### config.mk
export PLATFORM = sky130hd
export DESIGN_NAME = iterative_mul14_seq
export DESIGN_NICKNAME = d
export VERILOG_FILES = /design/src/rtl/iterative_mul14_seq.sv
export SDC_FILE = /design/constraint.sdc
export NUM_CORES = 1
export LEC_CHECK = 0
export CAP_MARGIN = 20
export CORE_MARGIN = 5
export CORE_UTILIZATION = 30
export CTS_BUF_LIST = sky130_fd_sc_hd__clkbuf_4 sky130_fd_sc_hd__clkbuf_8 sky130_fd_sc_hd__clkbuf_16
export DETAILED_ROUTE_END_ITERATION = 7
export SYNTH_ARGS = -nofsm -noshare
export SYNTH_HDL_FRONTEND = slang
export SYNTH_SLANG_ARGS = --single-unit
### constraint.sdc
create_clock -name clk -period 3.8 [get_ports clk]
set_input_delay 0.76 -clock clk [delete_from_list [all_inputs] [get_ports clk]]
set_output_delay 0.76 -clock clk [all_outputs]
set_load 0.01 [all_outputs]
### src/rtl/iterative_mul14_seq.sv
// Sequencer for a 2*HW x 2*HW unsigned multiply built from four passes
// through one shared HW x HW multiplier, accumulating shifted partial products.
module iterative_mul14_seq #(
    parameter int HW = 7
) (
    input  logic              clk,
    input  logic              rst_n,
    input  logic              in_valid,
    output logic              in_ready,
    input  logic [2*HW-1:0]   in_a,
    input  logic [2*HW-1:0]   in_b,
    output logic              mul_en,
    output logic [HW-1:0]     mul_a,
    output logic [HW-1:0]     mul_b,
    input  logic [2*HW-1:0]   mul_p,
    output logic              out_valid,
    input  logic              out_ready,
    output logic [4*HW-1:0]   out_p,
    output logic              busy
);

    typedef enum logic [1:0] {
        S_IDLE = 2'd0,
        S_RUN  = 2'd1,
        S_DONE = 2'd2
    } state_t;

    state_t              r_state;
    logic [1:0]          r_step;
    logic [2*HW-1:0]     r_a;
    logic [2*HW-1:0]     r_b;
    logic [4*HW-1:0]     r_acc;
    logic                r_in_ready;
    logic                r_out_valid;
    logic                r_mul_en;
    logic [HW-1:0]       r_mul_a;
    logic [HW-1:0]       r_mul_b;
    logic                r_busy;

    state_t              w_state_nx;
    logic [1:0]          w_step_nx;
    logic [2*HW-1:0]     w_a_nx;
    logic [2*HW-1:0]     w_b_nx;
    logic [4*HW-1:0]     w_acc_nx;
    logic                w_in_ready_nx;
    logic                w_out_valid_nx;
    logic                w_mul_en_nx;
    logic [2*HW-1:0]     w_ops_nx;

    // Half-operand pair {a_half, b_half} fed to the shared multiplier for a step.
    function automatic logic [2*HW-1:0] sel_ops(input logic [1:0] step,
                                                input logic [2*HW-1:0] a,
                                                input logic [2*HW-1:0] b);
        case (step)
            2'd0:    sel_ops = {a[HW-1:0],    b[HW-1:0]};
            2'd1:    sel_ops = {a[HW-1:0],    b[2*HW-1:HW]};
            2'd2:    sel_ops = {a[2*HW-1:HW], b[HW-1:0]};
            2'd3:    sel_ops = {a[2*HW-1:HW], b[2*HW-1:HW]};
            default: sel_ops = '0;
        endcase
    endfunction

    // Partial product weighted by the significance of the halves used in a step.
    function automatic logic [4*HW-1:0] shift_pp(input logic [1:0] step,
                                                 input logic [2*HW-1:0] p);
        logic [4*HW-1:0] ext;
        ext = {{(2*HW){1'b0}}, p};
        case (step)
            2'd0:       shift_pp = ext;
            2'd1, 2'd2: shift_pp = ext << HW;
            2'd3:       shift_pp = ext << (2*HW);
            default:    shift_pp = '0;
        endcase
    endfunction

    // Next-state and next-output decode; outputs are precomputed for the coming cycle.
    always_comb begin
        w_state_nx     = r_state;
        w_step_nx      = r_step;
        w_a_nx         = r_a;
        w_b_nx         = r_b;
        w_acc_nx       = r_acc;
        w_in_ready_nx  = 1'b0;
        w_out_valid_nx = 1'b0;
        w_mul_en_nx    = 1'b0;
        w_ops_nx       = '0;
        case (r_state)
            S_IDLE: begin
                if (in_valid) begin
                    w_state_nx  = S_RUN;
                    w_step_nx   = 2'd0;
                    w_a_nx      = in_a;
                    w_b_nx      = in_b;
                    w_acc_nx    = '0;
                    w_mul_en_nx = 1'b1;
                    w_ops_nx    = sel_ops(2'd0, in_a, in_b);
                end else begin
                    w_in_ready_nx = 1'b1;
                end
            end
            S_RUN: begin
                w_acc_nx = r_acc + shift_pp(r_step, mul_p);
                if (r_step == 2'd3) begin
                    w_state_nx     = S_DONE;
                    w_out_valid_nx = 1'b1;
                end else begin
                    w_step_nx   = r_step + 2'd1;
                    w_mul_en_nx = 1'b1;
                    w_ops_nx    = sel_ops(r_step + 2'd1, r_a, r_b);
                end
            end
            S_DONE: begin
                if (out_ready) begin
                    w_state_nx    = S_IDLE;
                    w_in_ready_nx = 1'b1;
                end else begin
                    w_out_valid_nx = 1'b1;
                end
            end
            default: begin
                w_state_nx    = S_IDLE;
                w_in_ready_nx = 1'b1;
            end
        endcase
    end

    // State, datapath and registered-output update.
    always_ff @(posedge clk or negedge rst_n) begin
        if (!rst_n) begin
            r_state     <= S_IDLE;
            r_step      <= 2'd0;
            r_a         <= '0;
            r_b         <= '0;
            r_acc       <= '0;
            r_in_ready  <= 1'b1;
            r_out_valid <= 1'b0;
            r_mul_en    <= 1'b0;
            r_mul_a     <= '0;
            r_mul_b     <= '0;
            r_busy      <= 1'b0;
        end else begin
            r_state     <= w_state_nx;
            r_step      <= w_step_nx;
            r_a         <= w_a_nx;
            r_b         <= w_b_nx;
            r_acc       <= w_acc_nx;
            r_in_ready  <= w_in_ready_nx;
            r_out_valid <= w_out_valid_nx;
            r_mul_en    <= w_mul_en_nx;
            r_mul_a     <= w_ops_nx[2*HW-1:HW];
            r_mul_b     <= w_ops_nx[HW-1:0];
            r_busy      <= (w_state_nx != S_IDLE);
        end
    end

    assign in_ready  = r_in_ready;
    assign out_valid = r_out_valid;
    assign out_p     = r_acc;
    assign mul_en    = r_mul_en;
    assign mul_a     = r_mul_a;
    assign mul_b     = r_mul_b;
    assign busy      = r_busy;

endmodule
### Word-level counts from Yosys, hierarchy flattened

Cells that the tools add are included.

* bits of input ports: 46
* output and inout bits: 46
* memory bits (writable): 0
* bits in latches: 0
* ROM bits: 0
* flip-flop bits (word level): 78
* word-level logic and storage cells: 56
* memories: 0

* bitwise gates (word level): 0
* multipliers: 0
* muxes and demuxes: 24
* shift-type cells: 0
* $add $sub $neg: 2
* div/mod/pow operators: 0
* equality and inequality tests: 10
* reductions and logical operators: 9
* $lt $le $gt $ge: 0

Operators by type and width (count)
* $pmux W28 S3: 1
* $mux W28: 2
* $pmux W14 S4: 1
* $pmux W28 S2: 1
* $add A28 B28 Y28: 1
* $mux W14: 2
* $pmux W14 S2: 1
* $eq A2 B2 Y1 const B: 5
* $mux W2: 5
* $eq A2 B1 Y1 const B: 3
* $logic_not A2 Y1: 3
* $mux W1: 6
* $pmux W2 S3: 1
* $ne A2 B2 Y1 const B: 2
* $pmux W1 S2: 2
* $pmux W2 S2: 1
* $reduce_and A2 Y1: 2
* $reduce_bool A2 Y1: 2
* $pmux W1 S3: 1
* $reduce_and A3 Y1: 1
* $add A2 B1 Y2 const B: 1
* $reduce_or A2 Y1: 1

### Depth between registers and ports, before layout

Gate-level depths: netlist (run 1).

* word-level depth: 6
* gate-level depth with buffers: 17

### Worst setup path before layout (run 1)

OpenSTA, ideal clock, no wires.

* kind: reg-to-reg
* start: register r_step[0]
* end: register r_acc[25] (netlist: out_p[25])
* buffers on the path: 2
* arrival: 3.879 ns
* setup time: 0.124 ns
* setup slack: -0.203 ns
* required time: 3.676 ns
* stages on the path, launching flop included: 17
* clock period less this slack: 4.003 ns
* path through: dfrtp_1 -> clkbuf_1 -> inv_1 -> ha_1 -> clkbuf_1 -> nor2b_1 -> a22o_1 -> ha_1 -> a21o_1 -> a21o_1 -> a21o_1 -> a221o_1 -> o21ai_4 -> o21ai_2 -> a221oi_2 -> nor4b_1 -> a211o_1

* longest elaborated chain between the ends: 6
* elaborated cells between the ends (all ways): 9

RTL lines
* start: declaration: line 29 `logic [1:0] r_step;`
* start signal: assignment: line 143 `r_step <= w_step_nx;`
* $eq A2 B1 Y1 or $eq A2 B2 Y1 (tied branches): line 68 `case (step)`
* $reduce_or A2 Y1: line 68
* $pmux W28 S3 (*): line 68
* $mux W28 (*): line 87 `case (r_state)`
* $add A28 B28 Y28 (*): line 102 `w_acc_nx = r_acc + shift_pp(r_step, mul_p);`
* $pmux W28 S2 (*): line 87
* end signal: assignment: line 146 `r_acc <= w_acc_nx;`
* end: declaration: line 32 `logic [4*HW-1:0] r_acc;`

Mark *: on every way between the ends. The rest lies on a longest branch, timed or not. The select of a mux whose other input is x is not followed.
A chain may end at the register's enable or synchronous reset.

### Worst setup path in the final report (run 1)

* start: register r_step[1]
* end: register r_acc[25] (netlist: out_p[25])

The elaborated chain is that of the path after synthesis.

==> metrics.yaml, run 1 <==
syn_avg_cell_area_um2: 8.85
place_area_mm2: 0.00583
clock_power_share: 0.185
clk_latency_ps: 340
crit_type: "flop to flop"
hold_violations: 0
cts_buffers: 9
die_area_mm2: 0.0180
ys_warn_count: 0
vdd_drop_max_uv: 328
drc: 0
cts_max_level: 3
synth-simple-area-share: 0.174
tightestPinTransition_ps: 957
setup_tns_ps: 0
startpoint_type: "flop"
p_leak_nw: 2.86
syn_inst: 524
cts.path.max_buffers: 2
clk_pin_slew_ps: 60
vias: 4084
ant_nets: 0
dr.pass1.iters: 4
hp-class: "primary input to asynchronous set/reset pin"
drive_above_1_share: 0.0766
slew_viol_final: 0
cp_slowest_cell: "dfrtp_1"
crit_fanout: 19
p_sw_frac: 0.411
wl_per_cell_um: 15.7
synth_compound_area_frac: 0.207
layout_min_cycle_time_ps: 3530
vias_per_cell: 5.01
nets: 707
synthAdderAreaFrac: 0.107
grt_max_degree: 79
initial_core_util: 0.305
power.density_mw_per_mm2: 829
core_area_mm2: 0.0152
synth_nets: 609
critPathBufInv: 2
combPwrFrac: 0.542
synth_top_area_cell: "dfrtp_1"
synth_xor_xnor_area_share: 0.0453
grt_overflow_total: 0
grt_util_all_layers: 0.146
setup_viol: 0
cp-end-kind: "flop"
io_buffers: 91
antenna_cells: 0
skew_ps: 9.50
grt_pass1_vias: 4245
rsz0062_at_grt: "false"
finalPower_mw: 5.15
gp_congestion: 0.894
drv_cap: 0
cp.arrival_ps: 3750
synthTopCellsByArea: "dfrtp_1 (42%), nand2_1 (11%), ha_1 (10%), o21ai_0 (5.8%), a21oi_1 (3.6%)"
required_ps: 4020
syn_to_final_growth_pct: 34.1
synth_top_family_by_area: "compound AO/OA/AOI/OAI gates"
crit_chain: "inv_1 > ha_1 > buf_4 > and2_1 > ha_1 > a211o_1 > o211ai_2 > a21oi_2 > a221o_1 > o21ai_4 > o21ai_2 > a221oi_2 > nor4b_1 > a211o_1"
tritoncts: "done"
switching_power_mw: 2.12
power.internal_mw: 3.04
cpLargestDelayFamily: "compound AO/OA/AOI/OAI gates"
antenna_found_initial: 0
rows: 45
drt_iter0_markers: 190
ys_seq_area_frac: 0.421
wl_um: 12800
synth_area_mm2: 0.00464
status: "finished clean"
cts.sinks: 78
critPathMaxStageDelay_ps: 450
post-dp-hpwl_um: 9450
clockRootBuffer: "clkbuf_16"
ys.flop_type: "dfrtp_1"
fin_area_mm2: 0.00622
seq_power_share: 0.273
synthMuxAreaShare: 0.0197
synth_top_area_frac: 0.415
max_freq_mhz: 283
synth_edf_count: 0
async_reset_ff_frac: 1.00
synthDistinctLibCells: 43
relSlewSlack: 0.360
ys_ff_latch: 78
fp.dieH_um: 134
io_pins: 92
grt_pass1_wl_um: 21300
post-route-period-util: 0.929
die_width_um: 134
==> stage by stage <==
step	worst slack, ps	std cells	utilization	hold slack [ps]
3_3_place_gp	71.8	797	0.383	457
4_1_cts	211	813	0.405	477
3_5_place_dp	42.4	797	0.383	461
5_1_grt	13.2	815	0.409	269
6_report	271	815	0.409	271
2_1_floorplan	77.1	524	-	445
==> Yosys cell counts (all sizes together), types with 2 or more instances <==
cell type  number
nor3            2
a22oi          14
a211o           3
nand2b          3
nor2           27
xor2           10
a22o           13
inv            10
and2           15
a21o            7
clkbuf         20
ha             38
o211ai          2
or2             2
a21oi          34
dfrtp          77
a211oi          4
nor2b           4
o21bai          6
mux2i           8
o31ai           2
xnor2          14
o21ai          56
buf             2
o21a            3
nand4           4
nand2         131
==> worst reg2reg max path: cells and delay by family (launching register included) <==
family	cells	cell delay (ps)
AOI/OAI and AO/OA	8	1810
adders and majority gates	2	500
and+or+nand+nor	2	280
buffers and inverters	2	360
DFF	1	450
==> flip-flops by register name, summed over array words and instances, names as in the netlist <==
name	flops
busy	1
in_ready	1
mul_a	7
mul_b	7
mul_en	1
out_p	28
out_valid	1
r_a	14
r_b	14
r_state	2
r_step	2
==> path summary, 6_finish.rpt <==
check | start | to | slack (ps) | depth (start not counted)
max in group asynchronous | rst_n | in_ready$_DFF_PN1_ | 2890 | 2
setup reg to reg | r_step[1]$_DFFE_PN0P_ | out_p[25]$_DFFE_PN0P_ | 270 | 14
setup / recovery | r_step[1]$_DFFE_PN0P_ | out_p[25]$_DFFE_PN0P_ | 270 | 14
hold / removal | rst_n | out_p[17]$_DFFE_PN0P_ | 270 | 1
hold reg to reg | r_b[7]$_DFFE_PN0P_ | r_b[7]$_DFFE_PN0P_ | 480 | 2
min in group clk | r_b[7]$_DFFE_PN0P_ | r_b[7]$_DFFE_PN0P_ | 480 | 2
==> cells by family after synthesis <==
family | Yosys count
muxes | 9
AOI/OAI and AO/OA | 150
DFF | 78
xor gates and xnor gates | 24
adders and majority gates | 39
buffers and inverters | 32
and+or+nand+nor | 192
==> power groups by stage <==
stage / registers, mW / logic (mW) / clock network [mW]
after floorplan: 1.45 / 1.71 / 0
after global placement: 1.41 / 2.74 / 0
after detailed placement: 1.42 / 2.76 / 0
after CTS: 1.41 / 2.78 / 0.984
after global routing: 1.45 / 3.14 / 1.02
final: 1.41 / 2.79 / 0.955
==> metal layers <==
metal | part of all wire | wire [um] | vias to the layer above | global-route usage
li1 | - | - | 2014 | -
met1 | 0.46 | 5900 | 1932 | 0.189
met2 | 0.46 | 5880 | 127 | 0.240
met3 | 0.072 | 922 | 11 | 0.0473
met4 | 0.0097 | 125 | 0 | 0.0328
met5 | 0 | 0 | - | 0
==> area by class of cell <==
type	count	area [um^2]
fill	1537	8980
multi-input combinational	414	2580
sequential	78	1950
timing repair buffer	109	1080
tap	188	235
clock buffer	10	233
clock inverter	6	92.6
inverter	10	37.5
==> layout by cell type, fill, tap and decap left out, drive strengths merged, types with 10 or more instances in the layout <==
cell type,n
a22o,13
and2,15
dfrtp,77
a21oi,34
ha,38
xor2,10
xnor2,14
inv,12
clkbuf,10
nor2,27
buf,19
nand2,131
clkdlybuf4s50,90
a22oi,14
o21ai,56
==> timing repair <==
| action | 4_1_cts | 5_1_grt |
|---|---|---|
| setup buffers | 0 | 0 |
| resized for setup | 0 | 2 |
| endpoints found under the setup margin | 0 | 2 |
| hold buffers | 0 | 0 |
| hold endpoints to repair | 0 | 0 |
Power figures use the tool's default switching activity.
==> run 2: changes to the inputs <==
SETUP_SLACK_MARGIN = 0.5   (was default)
==> metrics.yaml, run 2 (synthesized netlist as in run 1, its figures left out) <==
post-route-period-util: 0.859
wl_per_cell_um: 16.2
gp_congestion: 0.889
skew_ps: 8.78
grt_pass1_vias: 4253
vias: 4129
post-dp-hpwl_um: 9460
die_width_um: 134
cts.path.max_buffers: 2
hp-class: "primary input to asynchronous set/reset pin"
grt_overflow_total: 0
antenna_found_initial: 0
fin_util: 0.416
setup_tns_ps: 0
finalPower_mw: 5.30
grt_util_all_layers: 0.148
status: "finished clean"
worst_slack_ps: 535
p_sw_frac: 0.413
combPwrFrac: 0.555
drv_cap: 0
seq_power_share: 0.267
relSlewSlack: 0.329
cp-end-kind: "flop"
clk_pin_slew_ps: 60
switching_power_mw: 2.19
drc: 0
initial_core_util: 0.305
dr.pass1.iters: 5
max_freq_mhz: 306
clockRootBuffer: "clkbuf_16"
fillers: 1498
clk_latency_ps: 340
nets: 709
grt_max_degree: 79
setup_viol: 0
crit_fanout: 4
die_area_mm2: 0.0180
critPathBufInv: 1
ant_nets: 0
final_cell_mix: "nand2_1 (131), clkdlybuf4s50_1 (88), dfrtp_1 (77)"
cts.sinks: 78
crit_type: "primary input to flop"
drt_iter0_markers: 316
layout_commonest_cell: "nand2_1"
power.density_mw_per_mm2: 838
cp.arrival_ps: 3490
crit_chain: "clkdlybuf4s50_1 > a22o_1 > ha_1 > o21a_1 > nor2_2 > a21oi_1 > a221o_1 > o21ai_4 > o21ai_2 > a221oi_2 > nor4b_1 > a211o_1"
critPathMaxStageDelay_ps: 470
tritoncts: "done"
multi_input_area_mm2: 0.00270
power.internal_mw: 3.11
regArea_mm2: 0.00195
pre_cts_ws_ps: 4.45
p_leak_nw: 2.87
cts_buffers: 9
vias_per_cell: 5.06
largest_reg_flops: 28
antenna_cells: 0
syn_to_final_growth_pct: 36.4
vdd_drop_max_uv: 376
core_area_mm2: 0.0152
cp_slowest_cell: "clkdlybuf4s50_1"
clock_power_share: 0.178
cpLargestDelayFamily: "compound AO/OA/AOI/OAI gates"
required_ps: 4030
rows: 45
hold_violations: 0
startpoint_type: "primary input"
drive_above_1_share: 0.105
io_buffers: 91
cts_max_level: 3
fp.dieH_um: 134
grt_pass1_wl_um: 21500
io_pins: 92
tightestPinTransition_ps: 1000
slew_viol_final: 0
rsz0062_at_grt: "true"
wl_um: 13200
layout_min_cycle_time_ps: 3260
-- run 2: layer usage --
layer	share of wire	up-vias	track usage
li1	-	2011	-
met1	0.47	1961	0.197
met2	0.45	144	0.234
met3	0.067	13	0.0454
met4	0.013	0	0.0407
met5	0	-	0
-- run 2: power by group through the flow --
stage / sequential [mW] / clock (mW) / combinational (mW)
finish: 1.42 / 0.943 / 2.94
CTS: 1.42 / 0.967 / 2.88
floorplan: 1.46 / 0 / 1.80
global placement: 1.42 / 0 / 2.78
global route: 1.47 / 1.00 / 3.29
detailed placement: 1.43 / 0 / 2.81
-- run 2: final cells by class --
type                    instances  share of cell area
multi-input cells             414               0.427
flip-flops and latches         78               0.309
repair buffers                111               0.170
clock buffers                  10              0.0378
well taps                     188              0.0372
clock inverters                 5              0.0131
inverters                      10             0.00633
-- run 2: stage by stage --
step / instances / cell area [um^2] / hold slack (ps)
6_report: 816 / 6330 / 382
5_1_grt: 816 / 6330 / 411
4_1_cts: 813 / 6210 / 480
3_5_place_dp: 793 / 5830 / 465
3_3_place_gp: 793 / 5830 / 457
2_1_floorplan: 524 / 4700 / 445
-- run 2: worst paths after layout --
kind,startpoint,endpoint,slack (ps),cells after the start
worst max-delay path,mul_p[9],out_p[25]$_DFFE_PN0P_,540,12
worst max register to register,r_step[1]$_DFFE_PN0P_,out_p[25]$_DFFE_PN0P_,590,14
worst min register to register,r_a[8]$_DFFE_PN0P_,r_a[8]$_DFFE_PN0P_,480,2
max in group asynchronous,rst_n,in_ready$_DFF_PN1_,2750,2
worst min-delay path,rst_n,out_p[11]$_DFFE_PN0P_,380,1
min in group clk,r_a[8]$_DFFE_PN0P_,r_a[8]$_DFFE_PN0P_,480,2
-- run 2: what timing repair did --
item / 4_1_cts / 5_1_grt
pin swaps: 5 / 9
setup endpoints to repair: 2 / 8
resized for setup: 6 / 15
setup buffers: 5 / 2
hold buffers: 0 / 0
gates cloned: 0 / 0
==> run 3: changes to the inputs <==
clock period = 3.9 ns   (was 3.8 ns; I/O delays follow)
==> metrics.yaml, run 3 (synthesized netlist as in run 1, its figures left out) <==
status: "finished clean"
cts.path.max_buffers: 2
nets: 709
post-dp-hpwl_um: 9630
vias: 4090
grt_util_all_layers: 0.149
layout_commonest_cell: "nand2_1"
dr.pass1.iters: 5
syn_to_final_growth_pct: 35.2
vdd_drop_max_uv: 339
gp_congestion: 0.974
tightestPinTransition_ps: 1030
io_pins: 92
multi_input_area_mm2: 0.00267
cts_buffers: 9
grt_max_degree: 79
required_ps: 4130
cts_hold_buffers: 0
tritoncts: "done"
largest_reg_flops: 28
setup_tns_ps: 0
drt_iter0_markers: 236
hold_slack_ps: 358
max_freq_mhz: 299
fillers: 1529
vias_per_cell: 5.01
post-route-period-util: 0.858
regArea_mm2: 0.00195
rsz0062_at_grt: "true"
clk_pin_slew_ps: 60
seq_power_share: 0.274
cp.arrival_ps: 3570
die_width_um: 134
cts_max_level: 3
p_sw_frac: 0.425
clock_power_share: 0.164
slew_viol_final: 0
clk_latency_ps: 350
switching_power_mw: 2.14
grt_pass1_vias: 4303
wl_um: 13200
grt_pass1_wl_um: 21600
setup_viol: 0
combPwrFrac: 0.561
crit_fanout: 5
final_cell_mix: "nand2_1 (131), clkdlybuf4s50_1 (87), dfrtp_1 (77)"
io_buffers: 91
hp-class: "primary input to asynchronous set/reset pin"
skew_ps: 9.12
cp-end-kind: "flop"
antenna_cells: 0
hold_violations: 0
rows: 45
grt_overflow_total: 0
initial_core_util: 0.305
wl_per_cell_um: 16.1
relSlewSlack: 0.312
die_area_mm2: 0.0180
fp.dieH_um: 134
startpoint_type: "primary input"
drc: 0
antenna_found_initial: 0
layout_min_cycle_time_ps: 3350
clockRootBuffer: "clkbuf_16"
ant_nets: 0
p_leak_nw: 2.87
power.density_mw_per_mm2: 802
power.internal_mw: 2.89
drive_above_1_share: 0.107
crit_type: "primary input to flop"
drv_cap: 0
core_area_mm2: 0.0152
cts.sinks: 78
-- run 3: final cells by class --
cell class                      instances  share of cell area
Sequential cell                        78               0.312
Timing Repair Buffer                  111               0.173
Clock inverter                          6             0.00818
Multi-Input combinational cell        414               0.425
Tap cell                              188              0.0375
Inverter                               10             0.00639
Clock buffer                           10              0.0381
-- run 3: metal layers --
metal / global-route usage / wire length (um)
met3: 0.0450 / 718
met5: 0 / 0
met2: 0.247 / 6230
met1: 0.193 / 6120
met4: 0.0328 / 111
-- run 3: path summary, 6_finish.rpt --
| kind | cells past startpoint | slack, ps | endpoint | from |
|---|---|---|---|---|
| max | 12 | 550 | out_p[25]$_DFFE_PN0P_ | mul_p[7] |
| min | 1 | 360 | out_p[12]$_DFFE_PN0P_ | rst_n |
| max reg2reg | 13 | 600 | out_p[25]$_DFFE_PN0P_ | r_step[0]$_DFFE_PN0P_ |
| min reg2reg | 2 | 480 | r_b[12]$_DFFE_PN0P_ | r_b[12]$_DFFE_PN0P_ |
| max in group asynchronous | 2 | 2950 | r_b[2]$_DFFE_PN0P_ | rst_n |
| min in group clk | 2 | 480 | r_b[12]$_DFFE_PN0P_ | r_b[12]$_DFFE_PN0P_ |
-- run 3: power groups by stage --
stage               clock [mW]  combinational, mW  sequential (mW)
floorplan                    0               1.73             1.42
global placement             0               2.66             1.39
detailed placement           0               2.71             1.39
CTS                      0.859               2.73             1.38
global route             0.899               3.15             1.43
finish                   0.827               2.82             1.38
-- run 3: per-stage QoR --
| stage | worst slack (ps) | instances | total power, mW | utilization | cell area [um^2] |
|---|---|---|---|---|---|
| after floorplan | 500 | 524 | 3.15 | - | 4700 |
| final | 555 | 817 | 5.03 | 0.412 | 6270 |
| after detailed placement | 105 | 791 | 4.10 | 0.382 | 5810 |
| after CTS | 488 | 808 | 4.98 | 0.402 | 6110 |
| after global placement | 131 | 791 | 4.05 | 0.382 | 5810 |
| after global routing | 419 | 817 | 5.48 | 0.412 | 6270 |
-- run 3: timing repair --
item,in CTS,in global routing
resized for setup,2,20
buffers inserted,1,8
pin swaps,4,17
endpoints found under the setup margin,3,7
-- run 3: worst max-delay path, stage by stage --
cell and delay, ps:
clkdlybuf4s50_1 480, a22o_1 280, ha_2 210, a211o_1 240, o211ai_2 90, a21oi_1 110, a221o_1 430, o21ai_4 220
o21ai_2 100, a221oi_2 310, nor4b_2 80, a211o_1 240
